**src/rtl/mem_arbiter.sv**
```systemverilog
// mem_arbiter: round-robin arbiter sharing one memory port between fetch and data requesters
module mem_arbiter #(
  parameter int ADDR_W  = 32,
  parameter int DATA_W  = 32,
  parameter int TIMEOUT = 16
) (
  input  logic              clk,
  input  logic              rst,
  input  logic              if_req,
  input  logic [ADDR_W-1:0] if_addr,
  output logic              if_gnt,
  output logic              if_rsp_valid,
  output logic [DATA_W-1:0] if_rdata,
  output logic              if_err,
  input  logic              d_req,
  input  logic              d_we,
  input  logic [3:0]        d_be,
  input  logic [ADDR_W-1:0] d_addr,
  input  logic [DATA_W-1:0] d_wdata,
  output logic              d_gnt,
  output logic              d_rsp_valid,
  output logic [DATA_W-1:0] d_rdata,
  output logic              d_err,
  output logic              mem_valid,
  output logic              mem_we,
  output logic [3:0]        mem_be,
  output logic [ADDR_W-1:0] mem_addr,
  output logic [DATA_W-1:0] mem_wdata,
  input  logic              mem_ready,
  input  logic              mem_rvalid,
  input  logic [DATA_W-1:0] mem_rdata
);
  typedef enum logic [1:0] {IDLE, ISSUE, WAIT} state_t;
  state_t            state;
  logic              last_d;
  logic              own_d;
  logic [7:0]        cnt;
  logic              pick_d;
  logic              rsp_wr;
  logic              rsp_rd;
  logic              rsp_err;
  logic [DATA_W-1:0] rsp_data;
  // grant the non-last requester on a tie; response fires on write accept, read return or timeout
  always_comb begin
    pick_d   = d_req && (!if_req || !last_d);
    if_gnt   = state == IDLE && !rst && if_req && !pick_d;
    d_gnt    = state == IDLE && !rst && pick_d;
    rsp_wr   = state == ISSUE && mem_ready && mem_we;
    rsp_rd   = state == WAIT && (mem_rvalid || cnt == 8'(TIMEOUT - 1));
    rsp_err  = rsp_rd && !mem_rvalid;
    rsp_data = rsp_rd && mem_rvalid ? mem_rdata : '0;
  end
  // single-outstanding transaction FSM with registered memory command and responses
  always_ff @(posedge clk) begin
    if (rst) begin
      state        <= IDLE;
      last_d       <= 1'b1;
      own_d        <= 1'b0;
      cnt          <= '0;
      mem_valid    <= 1'b0;
      mem_we       <= 1'b0;
      mem_be       <= '0;
      mem_addr     <= '0;
      mem_wdata    <= '0;
      if_rsp_valid <= 1'b0;
      if_rdata     <= '0;
      if_err       <= 1'b0;
      d_rsp_valid  <= 1'b0;
      d_rdata      <= '0;
      d_err        <= 1'b0;
    end else begin
      if_rsp_valid <= rsp_wr || rsp_rd ? !own_d : 1'b0;
      d_rsp_valid  <= rsp_wr || rsp_rd ? own_d : 1'b0;
      if ((rsp_wr || rsp_rd) && !own_d) begin
        if_rdata <= rsp_data;
        if_err   <= rsp_err;
      end
      if ((rsp_wr || rsp_rd) && own_d) begin
        d_rdata <= rsp_data;
        d_err   <= rsp_err;
      end
      case (state)
        IDLE: if (if_gnt || d_gnt) begin
          state     <= ISSUE;
          own_d     <= d_gnt;
          last_d    <= d_gnt;
          mem_valid <= 1'b1;
          mem_we    <= d_gnt && d_we;
          mem_be    <= d_gnt ? d_be : 4'hF;
          mem_addr  <= d_gnt ? d_addr : if_addr;
          mem_wdata <= d_gnt ? d_wdata : '0;
        end
        ISSUE: if (mem_ready) begin
          mem_valid <= 1'b0;
          cnt       <= '0;
          state     <= mem_we ? IDLE : WAIT;
        end
        WAIT: begin
          state <= rsp_rd ? IDLE : WAIT;
          cnt   <= rsp_rd ? cnt : cnt + 8'd1;
        end
        default: state <= IDLE;
      endcase
    end
  end
endmodule

```
**config.mk**
```make
export PLATFORM = sky130hd
export DESIGN_NAME = mem_arbiter
export DESIGN_NICKNAME = d
export VERILOG_FILES = /design/src/rtl/mem_arbiter.sv
export SDC_FILE = /design/constraint.sdc
export NUM_CORES = 1
export LEC_CHECK = 0
export ABC_AREA = 1
export ABC_CLOCK_PERIOD_IN_PS = 1600
export CORE_ASPECT_RATIO = 1.2
export CORE_UTILIZATION = 38
export DETAILED_ROUTE_END_ITERATION = 10
export GPL_TIMING_DRIVEN = 0
export PLACE_DENSITY_LB_ADDON = 0.08
export SYNTH_ARGS = -nofsm -noshare
export SYNTH_HDL_FRONTEND = slang
export SYNTH_SLANG_ARGS = --single-unit
export TNS_END_PERCENT = 5
```
**constraint.sdc**
```tcl
create_clock -name clk -period 1.6 [get_ports clk]
set_input_delay 0.16 -clock clk [delete_from_list [all_inputs] [get_ports clk]]
set_output_delay 0.16 -clock clk [all_outputs]
set_load 0.05 [all_outputs]
```
=== Yosys cells after proc, flatten, opt, wreduce, memory -nomap -nowiden ===
Cells that the tools add are included.

* Mux-type cells: 15
* Shift-type cells: 0
* Multipliers: 0
* $add $sub $neg: 1
* Bitwise gates (word level): 1
* Div/mod/pow operators: 0
* Reductions and logical operators: 31
* Equality and inequality tests: 6
* $lt $le $gt $ge: 0

{| class="wikitable"
|+ Operator list
! cell !! number
|-
| $mux 32 || 3
|-
| $mux 8 || 2
|-
| $pmux 8 s2 || 1
|-
| $logic_and 1x1->1 || 13
|-
| $add 8x1->8 const B || 1
|-
| $eq 8x4->1 const B || 1
|-
| $mux 2 || 4
|-
| $logic_not 1->1 || 6
|-
| $pmux 2 s3 || 1
|-
| $reduce_and 3->1 || 2
|-
| $logic_or 1x1->1 || 4
|-
| $mux 4 || 1
|-
| $ne 2x2->1 const B || 2
|-
| $reduce_and 2->1 || 2
|-
| $reduce_bool 2->1 || 2
|-
| $eq 2x1->1 const B || 1
|-
| $eq 2x2->1 const B || 1
|-
| $logic_not 2->1 || 1
|-
| $mux 1 || 2
|-
| $ne 2x1->1 const B || 1
|-
| $pmux 1 s2 || 1
|-
| $reduce_or 2->1 || 1
|-
| $not 1->1 || 1
|}

* Latch bits: 0
* RAM bits: 0
* Memories kept: 0
* Logic and storage cells: 69
* Output and inout bits: 140
* ROM bits: 0
* Input port bits: 139
* Flip-flop bits (word level): 150

=== Longest topological paths before layout ===
Gate-level depths: netlist (run 1).

* Word-level depth: 8
* Gate-level depth with buffers: 10
* Mapped depth without buffers: 10

=== Worst setup path before layout (run 1) ===
No wires, ideal clock.

* Path kind: flip-flop to output port
* From: register state[0]
* To: output if_gnt
* Slack: -0.076 ns
* Required time: 1.440 ns
* Cell stages (with the launch flop): 5
* Path buffers: 1
* Arrival: 1.516 ns
* Path through: dfxtp_1 nor3_4 nand2_2 clkbuf_1 nor2_1

* Longest elaborated chain between the ends: 4

{| class="wikitable"
|+ RTL lines
! element !! line !! RTL
|-
| from (decl) || 34 || <nowiki>state_t state;</nowiki>
|-
| from (signal assigned) || 96 || <nowiki>state <= mem_we ? IDLE : WAIT;</nowiki>
|-
| from (signal assigned) || 99 || <nowiki>state <= rsp_rd ? IDLE : WAIT;</nowiki>
|-
| $logic_not 2->1 || 46 || <nowiki>if_gnt = state == IDLE && !rst && if_req && !pick_d;</nowiki>
|-
| $logic_and 1x1->1 (3 in a row) || 46 ||
|-
| to (decl) || 11 || <nowiki>output logic if_gnt,</nowiki>
|}

Every way passes these cells.

=== Final worst setup path (run 1) ===
* From: register state[1]
* To: output if_gnt

Same word-level chain as after synthesis.

==> results of run 1 <==
[worst paths after layout]
path / start / slack (ns) / end / cells after the start
hold reg to reg: mem_wdata[17]$_SDFFE_PP0P_ / 0.46 / mem_wdata[17]$_SDFFE_PP0P_ / 2
hold / removal: d_wdata[19] / 0.29 / mem_wdata[19]$_SDFFE_PP0P_ / 3
setup reg to reg: state[1]$_SDFFE_PP0P_ / -0.01 / mem_wdata[31]$_SDFFE_PP0P_ / 9
setup / recovery: state[1]$_SDFFE_PP0P_ / -0.09 / if_gnt / 5
[logic make-up after synthesis]
family	synth area share (%)
flops	48.7
buf+inv	9.41
simple gates	23.8
fa+ha+maj	0.203
compound gates	17.7
xor+xnor	0.142
[area by class of cell]
| class | count | area (um2) | share of cell area [%] |
|---|---|---|---|
| buffer | 60 | 384 | 3.92 |
| clock buffer | 17 | 425 | 4.34 |
| clock inverter | 15 | 134 | 1.37 |
| inverter | 68 | 267 | 2.72 |
| multi-input combinational | 564 | 2690 | 27.4 |
| sequential | 150 | 3010 | 30.7 |
| tap | 208 | 260 | 2.65 |
| timing repair buffer | 281 | 2640 | 26.9 |
[flip-flops by register name (all words and copies together) (netlist names)]
register	cells
cnt	8
d_err	1
d_rdata	32
d_rsp_valid	1
if_err	1
if_rdata	32
if_rsp_valid	1
last_d	1
mem_addr	32
mem_be	4
mem_valid	1
mem_wdata	32
mem_we	1
own_d	1
state	2
[metal layers]
layer  GRT usage, %  share of wire [%]  vias to the layer above  routed length (um)
li1               -                  -                     3348                   -
met1           26.6                 40                     2931                7980
met2           43.6                 50                      227               10100
met3           8.44                8.4                       26                1690
met4           8.70                1.9                        0                 390
met5              0                  0                        -                   0
[worst max-delay path: cells and delay by family (launching register included)]
kind	cells	cell delay, ns
simple gates	3	0.45
flops	1	0.34
buf+inv	2	0.32
[metrics by stage]
stage	util, %	power (W)	cells	hold WS [ns]
finish	62.4	0.0100	1363	0.291
global route	62.4	0.0104	1363	0.289
CTS	61.9	0.0101	1364	0.276
detailed placement	58.6	0.00633	1328	0.453
global placement	58.6	0.00632	1328	0.447
floorplan	-	0.00540	843	0.308
[cells in the mapped netlist, types with 7 or more instances]
| cell | number | share of area [%] |
|---|---|---|
| clkbuf_1 | 29 | 1.8 |
| a21oi_1 | 136 | 11 |
| nand2_1 | 210 | 13 |
| nand3_1 | 73 | 5.9 |
| buf_6 | 7 | 1.3 |
| buf_4 | 7 | 0.85 |
| buf_2 | 14 | 1.1 |
| clkinv_1 | 8 | 0.49 |
| inv_1 | 55 | 3.3 |
| o21ai_1 | 22 | 1.8 |
| dfxtp_1 | 150 | 49 |
| o21ai_0 | 47 | 3.8 |
| nor2_1 | 52 | 3.2 |
[where the power goes]
group / internal (W) / switching (W) / leakage, nW
Sequential: 0.00392 / 0.0000999 / 1.22
Combinational: 0.000796 / 0.00140 / 2.89
Clock: 0.00214 / 0.00164 / 0.257
[cells in the final DEF, fill, tap and decap left out, drive strengths merged]
master,synthesis,final
o221a,4,4
nor3b,2,2
xor2,1,1
nand2,215,215
dlygate4sd2,0,138
nand4,3,3
bufinv,0,1
inv,60,61
clkinvlp,0,7
clkdlybuf4s50,0,137
a21oi,136,136
nand3,74,74
ha,1,1
clkinv,8,14
clkbuf,29,46
a21boi,1,1
nor3,1,1
o21bai,2,2
o21ai,69,69
dfxtp,150,150
nor2,55,55
buf,32,37
[what timing repair did]
action	in CTS	in global routing
buffers inserted	4	0
setup endpoints to repair	216	144
pin swaps	4	20
gates resized for setup	182	34
==> flow_summary.ini, run 1 <==
[sta]
worstMarginPinSlew_ns = 0.650
min_period_over_period_pct = 105
tns_ns = -0.145
setup_slack_ns = -0.0865
fin_skew_ns = 0.00855
rsz0062_at_grt = yes
setup_viol = 14
maxSlewHeadroom_pct = 56.7
slew_violations = 0
hold_violations = 0
fin_crit_ns = 1.69
max_freq_ghz = 0.593

[logic_synthesis]
async_reset_ff_share_pct = 0
synth_edf_count = 0
netlist_instances = 843
avgSynthCellArea_um2 = 7.32
synth-seq-cells = 150
synth_seq_area_share_pct = 48.7
yosys_most_used_dff = dfxtp_1
synth_nets = 983
syn-cell-area_mm2 = 0.00617
yosysUniqueCellTypes = 27
synth_warnings = 0

[finish]
drive_above_1_share_pct = 9.87
finish.instance_area_mm2 = 0.00980
nNetsFinal = 1282
nFillCells = 1521
area_growth_pct = 59.0
antenna_cells = 0

[worst_setup_path]
worstSetupEndpointType = output port
required_ns = 1.44
critPathArrivalTime_ns = 1.53
max_stage_delay_ns = 0.34
critPathLaunchType = flop
slowest_stage = dfxtp_2
crit_chain = nor3_4 > nand2_4 > clkbuf_16 > nor2_4 > buf_8
critPathMaxFanout = 2
crit_type = flop to output port

[floorplanning]
ios = 279
rows = 50
die_w_um = 118
fp.dieArea_mm2 = 0.0167
fp.dieH_um = 142
floorplan.initialDensity_pct = 39.3
core-area_mm2 = 0.0157

[clock_network]
cts_tree = yes
htreeDepth = 4
clkTransAtPathRegs_ns = 0.06
cts_buffer_depth = 2
cts_num_sinks = 150
cts.root.buffer_cell = clkbuf_16
cts_made_buffers = 17
hold_buffers = 0
clk_latency_ns = 0.42

[route]
num_vias = 6532
first_iter_violations = 286
ant_nets = 0
avgRoutedWirePerCell_um = 14.8
wirelength_um = 20100
drc = 0
dr.pass1.iters = 5
via_per_inst = 4.79

[place]
placed_cell_area_mm2 = 0.00920
hpwl_um = 15200
portBuffers = 277
place_ws_ns = -0.896
place.gp.congestion = 0.837

[global_route]
grt_pass1_wl_um = 32000
grt_pass1_vias = 6392
grt_overflow = 0
antenna_found_initial = 0
grtUsageTotal_pct = 24.4
grt_max_degree = 17

[power_and_ir_drop]
max-vdd-ir-drop_v = 0.000630
power.density_mw_per_mm2 = 1020
leakage_nw = 4.37

[run_status]
outcome = finished, violations left
violations = negative setup slack

[min_path]
hp-class = input port to flop

[flow_run]
maxCapViolCount = 0
Power figures use the tool's default switching activity.
==> run 2: changes to the inputs <==
--- a/config.mk
+++ b/config.mk
@@ -6,9 +6,9 @@
 export NUM_CORES = 1
 export LEC_CHECK = 0
 export ABC_AREA = 1
-export ABC_CLOCK_PERIOD_IN_PS = 1600
+export ABC_CLOCK_PERIOD_IN_PS = 2100
 export CORE_ASPECT_RATIO = 1.2
-export CORE_UTILIZATION = 38
+export CORE_UTILIZATION = 45
 export DETAILED_ROUTE_END_ITERATION = 10
 export GPL_TIMING_DRIVEN = 0
 export PLACE_DENSITY_LB_ADDON = 0.08
==> constraint.sdc (replaced) <==
create_clock -name clk -period 2.1 [get_ports clk]
set_input_delay 0.21 -clock clk [delete_from_list [all_inputs] [get_ports clk]]
set_output_delay 0.21 -clock clk [all_outputs]
set_load 0.05 [all_outputs]
==> flow_summary.ini, run 2 (synthesis results as in run 1) <==
[sta]
rsz0062_at_grt = no
maxSlewHeadroom_pct = 55.5
slew_violations = 0
max_freq_ghz = 0.500
fin_skew_ns = 0.00548
fin_crit_ns = 2.00
hold_violations = 0
hold_slack_ns = 0.344
setup_viol = 0
min_period_over_period_pct = 95.2
setup_slack_ns = 0.102
worstMarginPinSlew_ns = 0.668

[global_route]
antenna_found_initial = 0
grt_pass1_wl_um = 30200
grt_overflow = 0
grtUsageTotal_pct = 27.6
grt_max_degree = 17
grt_pass1_vias = 6252

[clock_network]
cts_setup_buffers = 0
cts_buffer_depth = 2
clk_latency_ns = 0.42
cts_num_sinks = 150
htreeDepth = 4
clkTransAtPathRegs_ns = 0.06
cts_made_buffers = 17
cts.root.buffer_cell = clkbuf_16
cts_tree = yes

[finish]
final_common_cell = clkdlybuf4s50_1
antenna_cells = 0
mostFrequentLayoutCells = clkdlybuf4s50_1, nand2_1, dfxtp_1
nFillCells = 1109
nNetsFinal = 1278
utilization_pct = 73.2
drive_above_1_share_pct = 6.78
area_growth_pct = 57.8

[worst_setup_path]
crit_type = flop to output port
worstSetupEndpointType = output port
critPathLaunchType = flop
critPathArrivalTime_ns = 1.79
worstSetupStartpoint = state[0]$_SDFFE_PP0P_
required_ns = 1.89
reg2reg_slack_ns = 0.34
r2r_start = state[0]$_SDFFE_PP0P_
critPathMaxFanout = 10

[place]
portBuffers = 277
place_ws_ns = -0.425
place.gp.congestion = 0.834
hpwl_um = 14800

[route]
dr.pass1.iters = 5
num_vias = 6581
wirelength_um = 19700
first_iter_violations = 307
avgRoutedWirePerCell_um = 14.9
ant_nets = 0
drc = 0
via_per_inst = 4.99

[floorplanning]
fp.dieArea_mm2 = 0.0142
rows = 46
floorplan.initialDensity_pct = 46.4
ios = 279
fp.dieH_um = 130
core-area_mm2 = 0.0133
die_w_um = 109

[power_and_ir_drop]
max-vdd-ir-drop_v = 0.000460
leakage_nw = 3.69
power.density_mw_per_mm2 = 797
fin_total_pwr_w = 0.00775

[min_path]
hp-class = input port to flop
min_from = d_wdata[1]

[flow_run]
maxCapViolCount = 0

[run_status]
outcome = complete, no violations
[run 2: changes by cell type in the layout (fill, tap and decap cells not counted), sizes merged]
cell / previous run / this run
clkdlybuf4s50: 137 / 275
dlygate4sd2: 138 / 0
clkbuf: 46 / 53
buf: 37 / 33
clkinv: 14 / 10
clkinvlp: 7 / 4
bufinv: 1 / 2
inv: 61 / 60
[run 2: final timing paths]
check / end / depth (start not counted)
setup / recovery: d_gnt / 5
hold / removal: mem_wdata[1]$_SDFFE_PP0P_ / 3
setup reg to reg: mem_wdata[16]$_SDFFE_PP0P_ / 8
hold reg to reg: mem_wdata[11]$_SDFFE_PP0P_ / 2
[run 2: power breakdown]
group,internal (W),switching [W]
clock network,0.00184,0.00116
logic,0.000648,0.00104
registers,0.00299,0.0000802
[run 2: critical path, cell delays in order (launching register included)]
cell and delay, ns:
dfxtp_1 0.36, nor3_4 0.26, nand2_4 0.14, clkinvlp_4 0.17, clkbuf_4 0.23, buf_4 0.22
[run 2: timing repair]
action	in CTS	in global routing
hold buffers	0	0
setup endpoints to repair	2	2
resized for setup	11	3
hold endpoints to repair	0	0
[run 2: layout make-up]
cell class              count  area, um2  area share (%)
multi-input cells         564       2590            26.6
plain buffers              60        324            3.33
clock buffers              24        482            4.95
repair buffers            277       2770            28.4
flip-flops and latches    150       3000            30.9
clock inverters             8       97.6            1.00
well taps                 168        210            2.16
inverters                  68        259            2.66
[run 2: per-layer routing]
metal | GRT usage [%] | vias to the layer above | wire length, um | part of all wire, %
li1 | - | 3331 | - | -
met2 | 49.6 | 235 | 9940 | 51
met4 | 11.3 | 0 | 516 | 2.6
met5 | 0 | - | 0 | 0
met3 | 9.19 | 37 | 1550 | 7.9
met1 | 29.3 | 2978 | 7670 | 39
[run 2: per-stage QoR]
step | setup TNS [ns] | cells | cell area [um2]
2_1_floorplan | 0 | 843 | 6170
3_3_place_gp | -0.627 | 1288 | 9150
3_5_place_dp | -0.629 | 1288 | 9150
4_1_cts | 0 | 1320 | 9720
5_1_grt | 0 | 1319 | 9730
6_report | 0 | 1319 | 9730
==> run 3: changes to the inputs <==
--- a/config.mk
+++ b/config.mk
@@ -12,6 +12,7 @@
 export DETAILED_ROUTE_END_ITERATION = 10
 export GPL_TIMING_DRIVEN = 0
 export PLACE_DENSITY_LB_ADDON = 0.08
+export SKIP_CTS_REPAIR_TIMING = 1
 export SYNTH_ARGS = -nofsm -noshare
 export SYNTH_HDL_FRONTEND = slang
 export SYNTH_SLANG_ARGS = --single-unit
==> flow_summary.ini, run 3 (synthesis results as in run 1) <==
[sta]
max_freq_ghz = 0.484
maxSlewHeadroom_pct = 56.4
worstMarginPinSlew_ns = 0.654
setup_viol = 0
fin_skew_ns = 0.00500
slew_violations = 0
setup_slack_ns = 0.0325
min_period_over_period_pct = 98.5
hold_violations = 0
fin_crit_ns = 2.07
rsz0062_at_grt = yes
tns_ns = 0

[clock_network]
cts.root.buffer_cell = clkbuf_16
cts_made_buffers = 17
clkTransAtPathRegs_ns = 0.06
cts_num_sinks = 150
cts_buffer_depth = 2
cts_tree = yes
htreeDepth = 4
clk_latency_ns = 0.42

[finish]
mostFrequentLayoutCells = clkdlybuf4s50_1, nand2_1, dfxtp_1
drive_above_1_share_pct = 6.93
final_common_cell = clkdlybuf4s50_1
nFillCells = 1104
nNetsFinal = 1281
area_growth_pct = 58.0
antenna_cells = 0
final_cells = 1322
multiInputGateArea_mm2 = 0.00258
ff_latch_area_mm2 = 0.00300

[global_route]
grt_pass1_vias = 6252
antenna_found_initial = 0
grt_overflow = 0
grtUsageTotal_pct = 27.6
grt_pass1_wl_um = 30200
grt_max_degree = 17

[power_and_ir_drop]
max-vdd-ir-drop_v = 0.000460
comb_power_share_pct = 21.8
netSwitchingPower_w = 0.00228
p_seq_share_pct = 39.6
power.density_mw_per_mm2 = 796
clockPowerShare_pct = 38.6
swShare_pct = 29.4
internal_power_w = 0.00548
leakage_nw = 3.69

[min_path]
hp-class = input port to flop

[worst_setup_path]
required_ns = 1.89
worstSetupEndpointType = output port
critPathMaxFanout = 10
reg2reg_slack_ns = 0.34
critPathArrivalTime_ns = 1.86
crit_type = flop to output port
critPathLaunchType = flop

[floorplanning]
floorplan.initialDensity_pct = 46.4
fp.dieH_um = 130
fp.dieArea_mm2 = 0.0142
core-area_mm2 = 0.0133
die_w_um = 109
rows = 46
ios = 279

[route]
avgRoutedWirePerCell_um = 14.9
via_per_inst = 4.99
num_vias = 6602
dr.pass1.iters = 5
drc = 0
ant_nets = 0
first_iter_violations = 311
wirelength_um = 19700

[place]
dp.cells = 1288
place_ws_ns = -0.425
place.gp.congestion = 0.834
portBuffers = 277
hpwl_um = 14800

[flow_run]
maxCapViolCount = 0

[run_status]
outcome = complete, no violations
[run 3: cell types whose count changed in the layout (fill, tap and decap cells not counted), sizes merged]
| cell | before | now |
|---|---|---|
| clkbuf | 53 | 55 |
| buf | 33 | 34 |
[run 3: metal layers]
layer	global-route usage, %	vias to the layer above	share of wire [%]
met2	49.6	249	51
met4	11.3	0	2.4
met5	0	-	0
met1	29.3	2982	39
li1	-	3335	-
met3	9.19	36	8.2
[run 3: power groups by stage]
stage | logic [W] | clock network (W) | registers [W]
after CTS | 0.00169 | 0.00302 | 0.00307
after global routing | 0.00181 | 0.00314 | 0.00309
after floorplan | 0.000568 | 0 | 0.00355
after detailed placement | 0.00168 | 0 | 0.00313
after global placement | 0.00168 | 0 | 0.00312
final | 0.00169 | 0.00299 | 0.00307
[run 3: area by class of cell]
type	count	area share (%)
flip-flops and latches	150	30.8
repair buffers	279	28.5
multi-input cells	564	26.5
clock buffers	24	4.94
plain buffers	61	3.36
inverters	68	2.66
well taps	168	2.16
clock inverters	8	1.00
[run 3: worst paths after layout]
kind / cells past startpoint / end / startpoint
setup / recovery: 5 / if_gnt / state[0]$_SDFFE_PP0P_
hold / removal: 3 / mem_wdata[1]$_SDFFE_PP0P_ / d_wdata[1]
setup reg to reg: 9 / d_rdata[19]$_SDFFE_PP0P_ / cnt[0]$_SDFFE_PP0P_
hold reg to reg: 2 / mem_wdata[11]$_SDFFE_PP0P_ / mem_wdata[11]$_SDFFE_PP0P_
[run 3: worst max-delay path: stages, from the launching register on]
cell and delay [ns]:
dfxtp_1 0.36, nor3_4 0.22, nand2_2 0.16, clkbuf_1 0.27
nor2_1 0.14, buf_2 0.29
[run 3: stage by stage]
stage | area [um2] | util (%) | hold WS [ns] | power, W
6_report | 9740 | 73.3 | 0.342 | 0.00776
5_1_grt | 9740 | 73.3 | 0.345 | 0.00803
3_5_place_dp | 9150 | 68.8 | 0.450 | 0.00481
2_1_floorplan | 6170 | - | 0.358 | 0.00412
3_3_place_gp | 9150 | 68.8 | 0.447 | 0.00480
4_1_cts | 9730 | 73.2 | 0.334 | 0.00778
